File: src/rtl/kpn_pkg.sv
// Shared types and sizing helpers for Kahn Process Network channel FIFOs.
package kpn_pkg;

    localparam int KPN_FIFO_DEPTH = 8;

    typedef logic [15:0] kpn_data_t;

    // Occupancy counters need one extra bit so that a completely full FIFO (count == depth) is representable.
    function automatic int kpn_cnt_w(input int depth);
        return $clog2(depth) + 1;
    endfunction

endpackage

File: src/rtl/kpn_fifo_mem.sv
// Simple dual-port storage array: synchronous write, registered read with read enable.
module kpn_fifo_mem #(
    parameter int WIDTH = 16,
    parameter int DEPTH = 8,
    parameter int AW    = $clog2(DEPTH)
) (
    input  logic             clk,
    input  logic             rst_n,
    input  logic             we,
    input  logic [AW-1:0]    waddr,
    input  logic [WIDTH-1:0] wdata,
    input  logic             re,
    input  logic [AW-1:0]    raddr,
    output logic [WIDTH-1:0] rdata
);

    logic [WIDTH-1:0] mem [DEPTH];
    logic [WIDTH-1:0] rdata_reg;

    always_ff @(posedge clk) begin
        if (we) begin
            mem[waddr] <= wdata;
        end
    end

    // The output register is the only part that is reset; the array itself is not.
    always_ff @(posedge clk) begin
        if (!rst_n) begin
            rdata_reg <= '0;
        end else if (re) begin
            rdata_reg <= mem[raddr];
        end
    end

    assign rdata = rdata_reg;

endmodule

File: src/rtl/kpn_fifo_channel.sv
// Single-clock KPN channel FIFO with occupancy count, high-water mark and sticky error flags.
module kpn_fifo_channel
    import kpn_pkg::*;
#(
    parameter int WIDTH    = 16,
    parameter int DEPTH    = KPN_FIFO_DEPTH,
    parameter int AF_LEVEL = DEPTH - 2
) (
    input  logic                          clk,
    input  logic                          rst_n,
    input  logic                          wr,
    input  logic [WIDTH-1:0]              entry_1,
    input  logic                          rd,
    output logic [WIDTH-1:0]              output_1,
    output logic                          out_valid,
    output logic                          full,
    output logic                          empty,
    output logic                          almost_full,
    output logic [kpn_cnt_w(DEPTH)-1:0]   count,
    output logic [kpn_cnt_w(DEPTH)-1:0]   high_water,
    input  logic                          hw_clear,
    output logic                          overflow,
    output logic                          underflow
);

    localparam int AW = $clog2(DEPTH);
    localparam int CW = kpn_cnt_w(DEPTH);
    localparam logic [CW-1:0] DEPTH_C = CW'(DEPTH);
    localparam logic [CW-1:0] AF_C    = CW'(AF_LEVEL);

    logic [AW-1:0] wp_reg, rp_reg;
    logic [CW-1:0] count_reg, count_next, hw_reg;
    logic          out_valid_reg, overflow_reg, underflow_reg;
    logic          rd_ok, wr_ok;

    // Flags come only from the registered count, never from rd/wr.
    assign full        = (count_reg == DEPTH_C);
    assign empty       = (count_reg == '0);
    assign almost_full = (count_reg >= AF_C);

    // A read frees a slot in the same edge, so a full FIFO still accepts a write alongside a read.
    assign rd_ok = rd & ~empty;
    assign wr_ok = wr & (~full | rd_ok);

    assign count_next = count_reg + CW'(wr_ok) - CW'(rd_ok);

    kpn_fifo_mem #(
        .WIDTH (WIDTH),
        .DEPTH (DEPTH),
        .AW    (AW)
    ) u_mem (
        .clk   (clk),
        .rst_n (rst_n),
        .we    (wr_ok & rst_n),
        .waddr (wp_reg),
        .wdata (entry_1),
        .re    (rd_ok),
        .raddr (rp_reg),
        .rdata (output_1)
    );

    always_ff @(posedge clk) begin
        if (!rst_n) begin
            wp_reg        <= '0;
            rp_reg        <= '0;
            count_reg     <= '0;
            hw_reg        <= '0;
            out_valid_reg <= 1'b0;
            overflow_reg  <= 1'b0;
            underflow_reg <= 1'b0;
        end else begin
            if (wr_ok) begin
                wp_reg <= wp_reg + 1'b1;
            end
            if (rd_ok) begin
                rp_reg <= rp_reg + 1'b1;
            end
            count_reg     <= count_next;
            out_valid_reg <= rd_ok;
            if (hw_clear || (count_next > hw_reg)) begin
                hw_reg <= count_next;
            end
            if (wr && full && !rd_ok) begin
                overflow_reg <= 1'b1;
            end
            if (rd && empty) begin
                underflow_reg <= 1'b1;
            end
        end
    end

    assign count      = count_reg;
    assign high_water = hw_reg;
    assign out_valid  = out_valid_reg;
    assign overflow   = overflow_reg;
    assign underflow  = underflow_reg;

endmodule

File: config.mk
export PLATFORM = sky130hd
export DESIGN_NAME = kpn_fifo_channel
export DESIGN_NICKNAME = d
export VERILOG_FILES = /design/src/rtl/kpn_pkg.sv /design/src/rtl/kpn_fifo_mem.sv /design/src/rtl/kpn_fifo_channel.sv
export SDC_FILE = /design/constraint.sdc
export NUM_CORES = 1
export LEC_CHECK = 0
export CORE_AREA = 2 2 116 118
export CTS_CLUSTER_DIAMETER = 80
export DETAILED_ROUTE_END_ITERATION = 7
export DIE_AREA = 0 0 118 120
export HOLD_SLACK_MARGIN = 0.03
export PLACE_DENSITY = 0.69
export SYNTH_ARGS = -nofsm -noshare
export SYNTH_HDL_FRONTEND = slang
export SYNTH_SLANG_ARGS = --single-unit
File: constraint.sdc
create_clock -name clk -period 4.2 [get_ports clk]
set_input_delay 0.63 -clock clk [delete_from_list [all_inputs] [get_ports clk]]
set_output_delay 0.63 -clock clk [all_outputs]
set_load 0.03 [all_outputs]
* After elaboration in Yosys (flattened, before gate mapping)
Memory sizes are Yosys's and may differ from the RTL's. A register that Yosys moved wholly into a read port is not among the register bits. Cells that the tools add are included.
Operators by class: $add $sub $neg 4, magnitude comparators 2, equal/unequal tests 1, multiplexer cells 2, bitwise logic cells 6, reduce and logical (&&, ||, !) cells 7
Operator list (count):
- adder 3 x 1 -> 3 bit, second input constant | 2
- adder 4 x 1 -> 4 bit | 1
- == test 4 bit, second input constant | 1
- greater-or-equal comparator 4 x 3 -> 1 bit, second input constant | 1
- > comparator 4 bit | 1
- logical NOT 4 bit | 1
- subtractor 4 x 1 -> 4 bit | 1
- AND 1 bit | 3
- logical AND 1 bit | 3
- logical NOT 1 bit | 2
- 2-to-1 mux 1 bit | 2
- inverter 1 bit | 2
- logical OR 1 bit | 1
- bitwise OR 1 bit | 1
Word-level totals: register bits after elaboration 17, memory bits (writable) 128, input bits 21, output and inout port bits 30, word-level logic and storage cells 30, memories 1
Memory list:
- u_mem.mem | depth 8, bits a word 16, rd ports 1, clocked after Yosys merged registers in 1, write ports 1, line kpn_fifo_mem.sv:17 | logic [WIDTH-1:0] mem [DEPTH];

* Depth between registers and ports, before layout
Gate-level depths: netlist of the first run.
depth after elaboration 9, mapped depth 17, depth with buffers taken out 16

* Cells and area by module
Synthesis of the first run repeated with hierarchy kept, for this count alone.
Second synthesis, totals: cell total of the unflattened synthesis 408, area total of the unflattened synthesis 6433.7 µm²
By module, submodules not included:
- kpn_fifo_mem | instances 1, cells each 306, area each 5511.5 µm², sequential area each 4164.0 µm²
- kpn_fifo_channel | instances 1, cells each 102, area each 922.1 µm², sequential area each 340.3 µm²

* Worst setup path before layout of the first run
Ideal clock, no wire load.
path kind register to register, from reg count_reg[2], in the netlist count[2], to reg hw_reg[3], in the netlist high_water[3], library setup time 114 ps, data arrival time 3407 ps, setup slack 678 ps, cell stages (with the launch flop) 18, cell sequence dfxtp_1 > inv_1 > ha_1 > or3b_4 > and2_1 > buf_6 > nand2b_1 > o21ai_0 > ha_1 > a21o_1 > a21oi_1 > xnor2_1 > inv_1 > ha_1 > a21o_1 > nor2_1 > a21oi_1 > a2111oi_0
Between the ends: cells in the longest elaborated chain, start to end 9, elaborated cells between the ends (all ways) 11, classes of those cells add/sub: 2; order compare: 1; eq/ne: 1; bitwise: 5; reduce/logical: 2
Ends and longest elaborated chain:
- start: declaration | line kpn_fifo_channel.sv:32 | logic [CW-1:0] count_reg, count_next, hw_reg;
- start signal: assignment | line kpn_fifo_channel.sv:78 | count_reg <= count_next;
- logical NOT 4 bit | line kpn_fifo_channel.sv:38 | assign empty = (count_reg == '0);
- inverter 1 bit | line kpn_fifo_channel.sv:42 | assign rd_ok = rd & ~empty;
- AND 1 bit | line kpn_fifo_channel.sv:42
- bitwise OR 1 bit | line kpn_fifo_channel.sv:43 | assign wr_ok = wr & (~full | rd_ok);
- AND 1 bit | line kpn_fifo_channel.sv:43
- adder 4 x 1 -> 4 bit | line kpn_fifo_channel.sv:45 | assign count_next = count_reg + CW'(wr_ok) - CW'(rd_ok);
- subtractor 4 x 1 -> 4 bit * | line kpn_fifo_channel.sv:45
- net count_next[3] | line kpn_fifo_channel.sv:32
- > comparator 4 bit | line kpn_fifo_channel.sv:80 | if (hw_clear || (count_next > hw_reg)) begin
- logical OR 1 bit | line kpn_fifo_channel.sv:80
- end signal: assignment | line kpn_fifo_channel.sv:81 | hw_reg <= count_next;
- end: declaration | line kpn_fifo_channel.sv:32
The timed path passes the listed nets; every way through them passes the cells marked *. A chain may end at the register's enable or synchronous reset.

* Worst setup path in the final report of the first run
Ends and elaborated chain as after synthesis.

==> results of run 1 <==
[metal layers]
metal  wire, um  global-route usage
met1       5600              0.2458
met2       6084              0.2983
met3        560             0.04658
met4        237             0.07831
met5          0                   0
[area by class of cell]
type	count	area [um^2]	share of cell area
Clock buffer	23	467.9	0.06183
Multi-Input combinational cell	193	1615	0.2134
Clock inverter	9	67.56	0.008927
Timing Repair Buffer	69	643.1	0.08497
Tap cell	176	220.2	0.02910
Sequential cell	161	4506	0.5953
Inverter	13	48.80	0.006447
[cell families after synthesis]
family / after synthesis / share of synthesized area
flip-flops: 161 / 0.7173
AO/OA/AOI/OAI: 74 / 0.06436
multiplexers: 53 / 0.1184
AND/OR/NAND/NOR: 49 / 0.03866
buffers and inverters: 32 / 0.02869
adder cells (fa/ha/maj): 13 / 0.02710
XOR/XNOR: 4 / 0.005580
[metrics by stage]
step	util	power [mW]	cells	hold WS, ns	worst slack [ns]
floorplan	-	3.108	386	0.4759	0.6783
global placement	0.5418	3.520	612	0.4692	0.6240
detailed placement	0.5418	3.562	612	0.4659	0.4874
CTS	0.5831	4.962	644	0.4827	0.6035
global route	0.5831	5.166	644	0.4991	0.3674
finish	0.5831	4.929	644	0.4755	0.6005
[where the power goes]
part / switching, mW / internal (mW) / leakage (nW) / total, mW
Combinational: 0.864 / 0.668 / 0.856 / 1.53
Clock: 0.565 / 0.834 / 0.261 / 1.40
Sequential: 0.134 / 1.86 / 1.43 / 2.00
Total: 1.56 / 3.37 / 2.55 / 4.93
[worst max-delay path, cell delays in order (launching register included)]
cell	delay, ns
dfxtp_1	0.32
inv_1	0.11
ha_1	0.16
or3b_4	0.39
and2_1	0.19
nand2b_1	0.15
o21ai_0	0.13
ha_1	0.23
a21o_1	0.18
a21oi_1	0.16
xnor2_1	0.20
inv_1	0.07
ha_1	0.31
a21o_1	0.20
nor2_1	0.09
a21oi_1	0.15
a2111oi_0	0.43
[final timing paths]
kind,end,cells after the start,from
max,high_water[3],16,count[2]
min,underflow,2,underflow
max reg2reg,high_water[3],16,count[2]
min reg2reg,underflow,2,underflow
[Yosys cell counts, drive strengths merged, types with 2 or more instances]
master	number	share of area
edfxtp	128	0.61
nand2	15	0.0090
o22ai	15	0.015
a21o	2	0.0024
clkbuf	5	0.0030
mux4	17	0.061
nand3	2	0.0016
o21ai	17	0.014
nor2	13	0.0078
dfxtp	33	0.11
xor2	2	0.0028
a21oi	36	0.029
buf	14	0.018
nand2b	6	0.0060
xnor2	2	0.0028
mux2i	36	0.057
ha	12	0.024
inv	12	0.0072
nor3	5	0.0040
==> flow_metrics.py, run 1 <==
metrics = {
    "sta": {
        "min_period_ns": 3.600,
        "timing.fmax_mhz": 277.8,
        "tightest_slew_ns": 0.8572,
        "setup_viol": 0,
        "hold_viol": 0,
        "tns_ns": 0,
        "finalMaxSlewViolations": 0,
        "rsz0062_at_grt": "no",
        "min_period_over_period": 0.8570,
        "slew_headroom": 0.4277,
        "skew_ns": 0.004283,
    },
    "die": {
        "dieHeight_um": 120,
        "io_pins": 51,
        "die_area_um2": 14160,
        "std_cell_rows": 42,
        "start_util": 0.4838,
        "die_x_um": 118,
        "core_um2": 12980,
    },
    "cts": {
        "cts_buffer_depth": 2,
        "cts.sinks": 161,
        "clk_pin_slew_worst_paths_ns": 0.06,
        "cts_root_buffer": "clkbuf_16",
        "hold_buffers": 0,
        "numCtsBuffers": 17,
        "cts_setup_buffers": 0,
        "cts_max_level": 4,
        "insertion_delay_ns": 0.42,
        "ctsResizeCount": 0,
        "cts_tree": "yes",
    },
    "finish": {
        "final_cell_mix": "edfxtp_1 (128), clkdlybuf4s50_1 (50), a21oi_1 (36), mux2i_1 (36), dfxtp_1 (32)",
        "final_common_cell": "edfxtp_1",
        "largest_reg_flops": 128,
        "syn_to_final_growth_pct": 20.52,
        "antenna_cells": 0,
        "drive_gt1_frac": 0.1453,
        "nFillCells": 1014,
        "nNetsFinal": 489,
        "final_area_um2": 7569,
    },
    "routing": {
        "vias": 3559,
        "drt_wl_total_um": 12480,
        "first_pass_iters": 4,
        "antenna_left": 0,
        "via_per_inst": 5.526,
        "drtIter0Drc": 243,
        "wl_per_cell_um": 19.38,
        "drc": 0,
    },
    "yosys": {
        "syn_area_um2": 6280,
        "synthArstFlopShare": 0,
        "avgSynthCellArea_um2": 16.27,
        "yosysWarnings": 0,
        "yosysSeqAreaShare": 0.7173,
        "synth_cell_types": 36,
        "synth_fp_nets": 420,
        "netlist_instances": 386,
        "synth_edf_count": 128,
        "synth-seq-cells": 161,
        "ys.flop_type": "edfxtp_1",
    },
    "setup_path": {
        "crit_type": "flop to flop",
        "critPathArrivalTime_ns": 3.89,
        "r2r_setup_slack_ns": 0.60,
        "path_max_fanout": 4,
        "worst_setup_path_end_kind": "flop",
        "required_ns": 4.49,
        "cp-start-kind": "flop",
    },
    "outcome": {
        "status": "complete, no violations",
    },
    "place": {
        "portBuffers": 50,
        "dp_hpwl_um": 7728,
        "place.gp.congestion": 0.8359,
        "placed_cell_area_um2": 7033,
    },
    "global_routing": {
        "first_global_vias": 3643,
        "grt-ovfl-total": 0,
        "grt_first_pass_wirelength_um": 19560,
        "grt_usage": 0.1867,
        "grt_max_degree": 35,
        "antenna_found_initial": 0,
    },
    "job": {
        "max_cap_violations": 0,
    },
    "power_and_ir_drop": {
        "irDropWorstVdd_uv": 308.7,
        "leakage_nw": 2.546,
        "power.density_nw_per_um2": 651.3,
    },
    "min_path": {
        "hp-class": "flop to flop",
    },
}
Power figures use the tool's default switching activity.
==> run 2: changes to the inputs <==
--- a/config.mk
+++ b/config.mk
@@ -9,6 +9,7 @@
 export CTS_CLUSTER_DIAMETER = 80
 export DETAILED_ROUTE_END_ITERATION = 7
 export DIE_AREA = 0 0 118 120
+export GPL_TIMING_DRIVEN = 0
 export HOLD_SLACK_MARGIN = 0.03
 export PLACE_DENSITY = 0.69
 export SYNTH_ARGS = -nofsm -noshare
==> run 2 against run 1 <==
Compared with the run above: routed wire length is 3.7% higher; clock skew is 0.0068 ns higher; total power is 2.7% higher; sequential cell count is the same.
==> flow_metrics.py, run 2 (same netlist as run 1, synthesis figures left out) <==
metrics = {
    "sta": {
        "rsz0062_at_grt": "no",
        "slew_headroom": 0.4075,
        "setup_viol": 0,
        "finalMaxSlewViolations": 0,
        "min_period_over_period": 0.8862,
        "timing.fmax_mhz": 268.7,
        "skew_ns": 0.01107,
        "min_period_ns": 3.722,
        "tightest_slew_ns": 0.8840,
        "hold_viol": 0,
    },
    "cts": {
        "insertion_delay_ns": 0.42,
        "cts_max_level": 4,
        "numCtsBuffers": 17,
        "cts_setup_buffers": 0,
        "cts_tree": "yes",
        "ctsResizeCount": 0,
        "cts.sinks": 161,
        "cts_root_buffer": "clkbuf_16",
        "hold_buffers": 0,
        "cts_buffer_depth": 2,
        "clk_pin_slew_worst_paths_ns": 0.06,
    },
    "routing": {
        "wl_per_cell_um": 19.82,
        "via_per_inst": 5.443,
        "vias": 3554,
        "drt_wl_total_um": 12950,
        "antenna_left": 0,
        "drc": 0,
        "first_pass_iters": 4,
        "drtIter0Drc": 227,
    },
    "power_and_ir_drop": {
        "switching_power_mw": 1.582,
        "leakage_nw": 2.605,
        "p_clk_frac": 0.287,
        "p_int_mw": 3.482,
        "power_frac_seq": 0.385,
        "power.density_nw_per_um2": 656.7,
        "finalPower_mw": 5.064,
        "power.share.switching": 0.3123,
        "p_comb_frac": 0.328,
        "irDropWorstVdd_uv": 323.7,
    },
    "global_routing": {
        "grt-ovfl-total": 0,
        "grt_usage": 0.1957,
        "first_global_vias": 3725,
        "grt_first_pass_wirelength_um": 20180,
        "grt_max_degree": 17,
        "antenna_found_initial": 0,
    },
    "finish": {
        "final_area_um2": 7711,
        "nFillCells": 1020,
        "largest_reg_flops": 128,
        "drive_gt1_frac": 0.1614,
        "antenna_cells": 0,
        "nNetsFinal": 498,
        "final_cell_mix": "edfxtp_1 (128), clkdlybuf4s50_1 (49), a21oi_1 (36), mux2i_1 (36), dfxtp_1 (33)",
        "final_common_cell": "edfxtp_1",
        "syn_to_final_growth_pct": 22.79,
    },
    "place": {
        "portBuffers": 49,
        "place.gp.congestion": 0.7598,
        "placed_cell_area_um2": 7152,
        "dp_hpwl_um": 8650,
    },
    "setup_path": {
        "rr_worst_depth": 17,
        "worst_setup_path_end_kind": "flop",
        "timing.rr.end": "high_water[3]",
        "path_max_fanout": 8,
        "r2r_start": "count[2]",
        "cp-endpoint": "high_water[3]",
        "r2r_setup_slack_ns": 0.48,
        "startpoint": "count[2]",
        "crit_type": "flop to flop",
        "critPathArrivalTime_ns": 4.02,
        "required_ns": 4.49,
        "cp-start-kind": "flop",
    },
    "die": {
        "die_area_um2": 14160,
        "core_um2": 12980,
        "start_util": 0.4838,
        "io_pins": 51,
        "std_cell_rows": 42,
        "die_x_um": 118,
        "dieHeight_um": 120,
    },
    "job": {
        "max_cap_violations": 0,
    },
    "min_path": {
        "min_from": "underflow",
        "hp-class": "flop to flop",
    },
    "outcome": {
        "status": "complete, no violations",
    },
}
[run 2: power by group through the flow]
| stage | clock network [mW] | logic (mW) | registers [mW] |
|---|---|---|---|
| floorplan | 0 | 0.962 | 2.15 |
| global placement | 0 | 1.64 | 1.97 |
| detailed placement | 0 | 1.67 | 1.98 |
| CTS | 1.47 | 1.69 | 1.95 |
| global route | 1.54 | 1.81 | 1.97 |
| finish | 1.45 | 1.66 | 1.95 |
[run 2: area by class of cell]
type	instances	area (um^2)	area share
Multi-Input combinational cell	193	1625	0.2108
Sequential cell	161	4504	0.5841
Timing Repair Buffer	59	621.8	0.08064
Buffer	19	131.4	0.01704
Clock buffer	23	467.9	0.06068
Clock inverter	9	91.34	0.01184
Tap cell	176	220.2	0.02856
Inverter	13	48.80	0.006328
[run 2: how the worst min path moves through the flow]
stage,slack (ns),endpoint,cells past startpoint
6_report,0.47,underflow,2
3_5_place_dp,0.45,underflow,2
3_3_place_gp,0.45,underflow,2
2_1_floorplan,0.48,wp_reg[0],2
5_1_grt,0.52,high_water[1],2
4_1_cts,0.47,underflow,2
[run 2: critical path: stages, from the launching register on]
cell and delay (ns):
dfxtp_1 0.32, inv_1 0.11, ha_1 0.17, or3b_4 0.40, and2_1 0.18, buf_6 0.14, nand2b_1 0.13, o21ai_0 0.11
ha_1 0.22, a21o_1 0.19, a21oi_1 0.17, xnor2_1 0.22, inv_1 0.08, ha_1 0.32, a21o_1 0.20, nor2_1 0.09
a21oi_1 0.16, a2111oi_0 0.41
[run 2: stage by stage]
stage	hold WS, ns	instances	utilization	setup WS [ns]	TNS, ns
4_1_cts	0.4706	653	0.5941	0.4548	0
2_1_floorplan	0.4759	386	-	0.6783	0
6_report	0.4673	653	0.5941	0.4780	0
5_1_grt	0.5180	653	0.5941	0.04602	0
3_3_place_gp	0.4467	611	0.5386	-0.4636	-21.48
3_5_place_dp	0.4533	621	0.5510	0.3138	0
[run 2: metal layers]
metal  routed length [um]  vias up  global-route usage
met1                 5684     1791              0.2420
met3                  530       18             0.04325
met5                    0        -                   0
met4                  209        0             0.08810
met2                 6521      100              0.3318
li1                     -     1645                   -
==> run 3: changes to the inputs <==
--- a/config.mk
+++ b/config.mk
@@ -5,6 +5,7 @@
 export SDC_FILE = /design/constraint.sdc
 export NUM_CORES = 1
 export LEC_CHECK = 0
+export ABC_CLOCK_PERIOD_IN_PS = 4200
 export CORE_AREA = 2 2 116 118
 export CTS_CLUSTER_DIAMETER = 80
 export DETAILED_ROUTE_END_ITERATION = 7
==> results of run 3 <==
The final DEF is identical to that of run 2; final timing and power are the same.
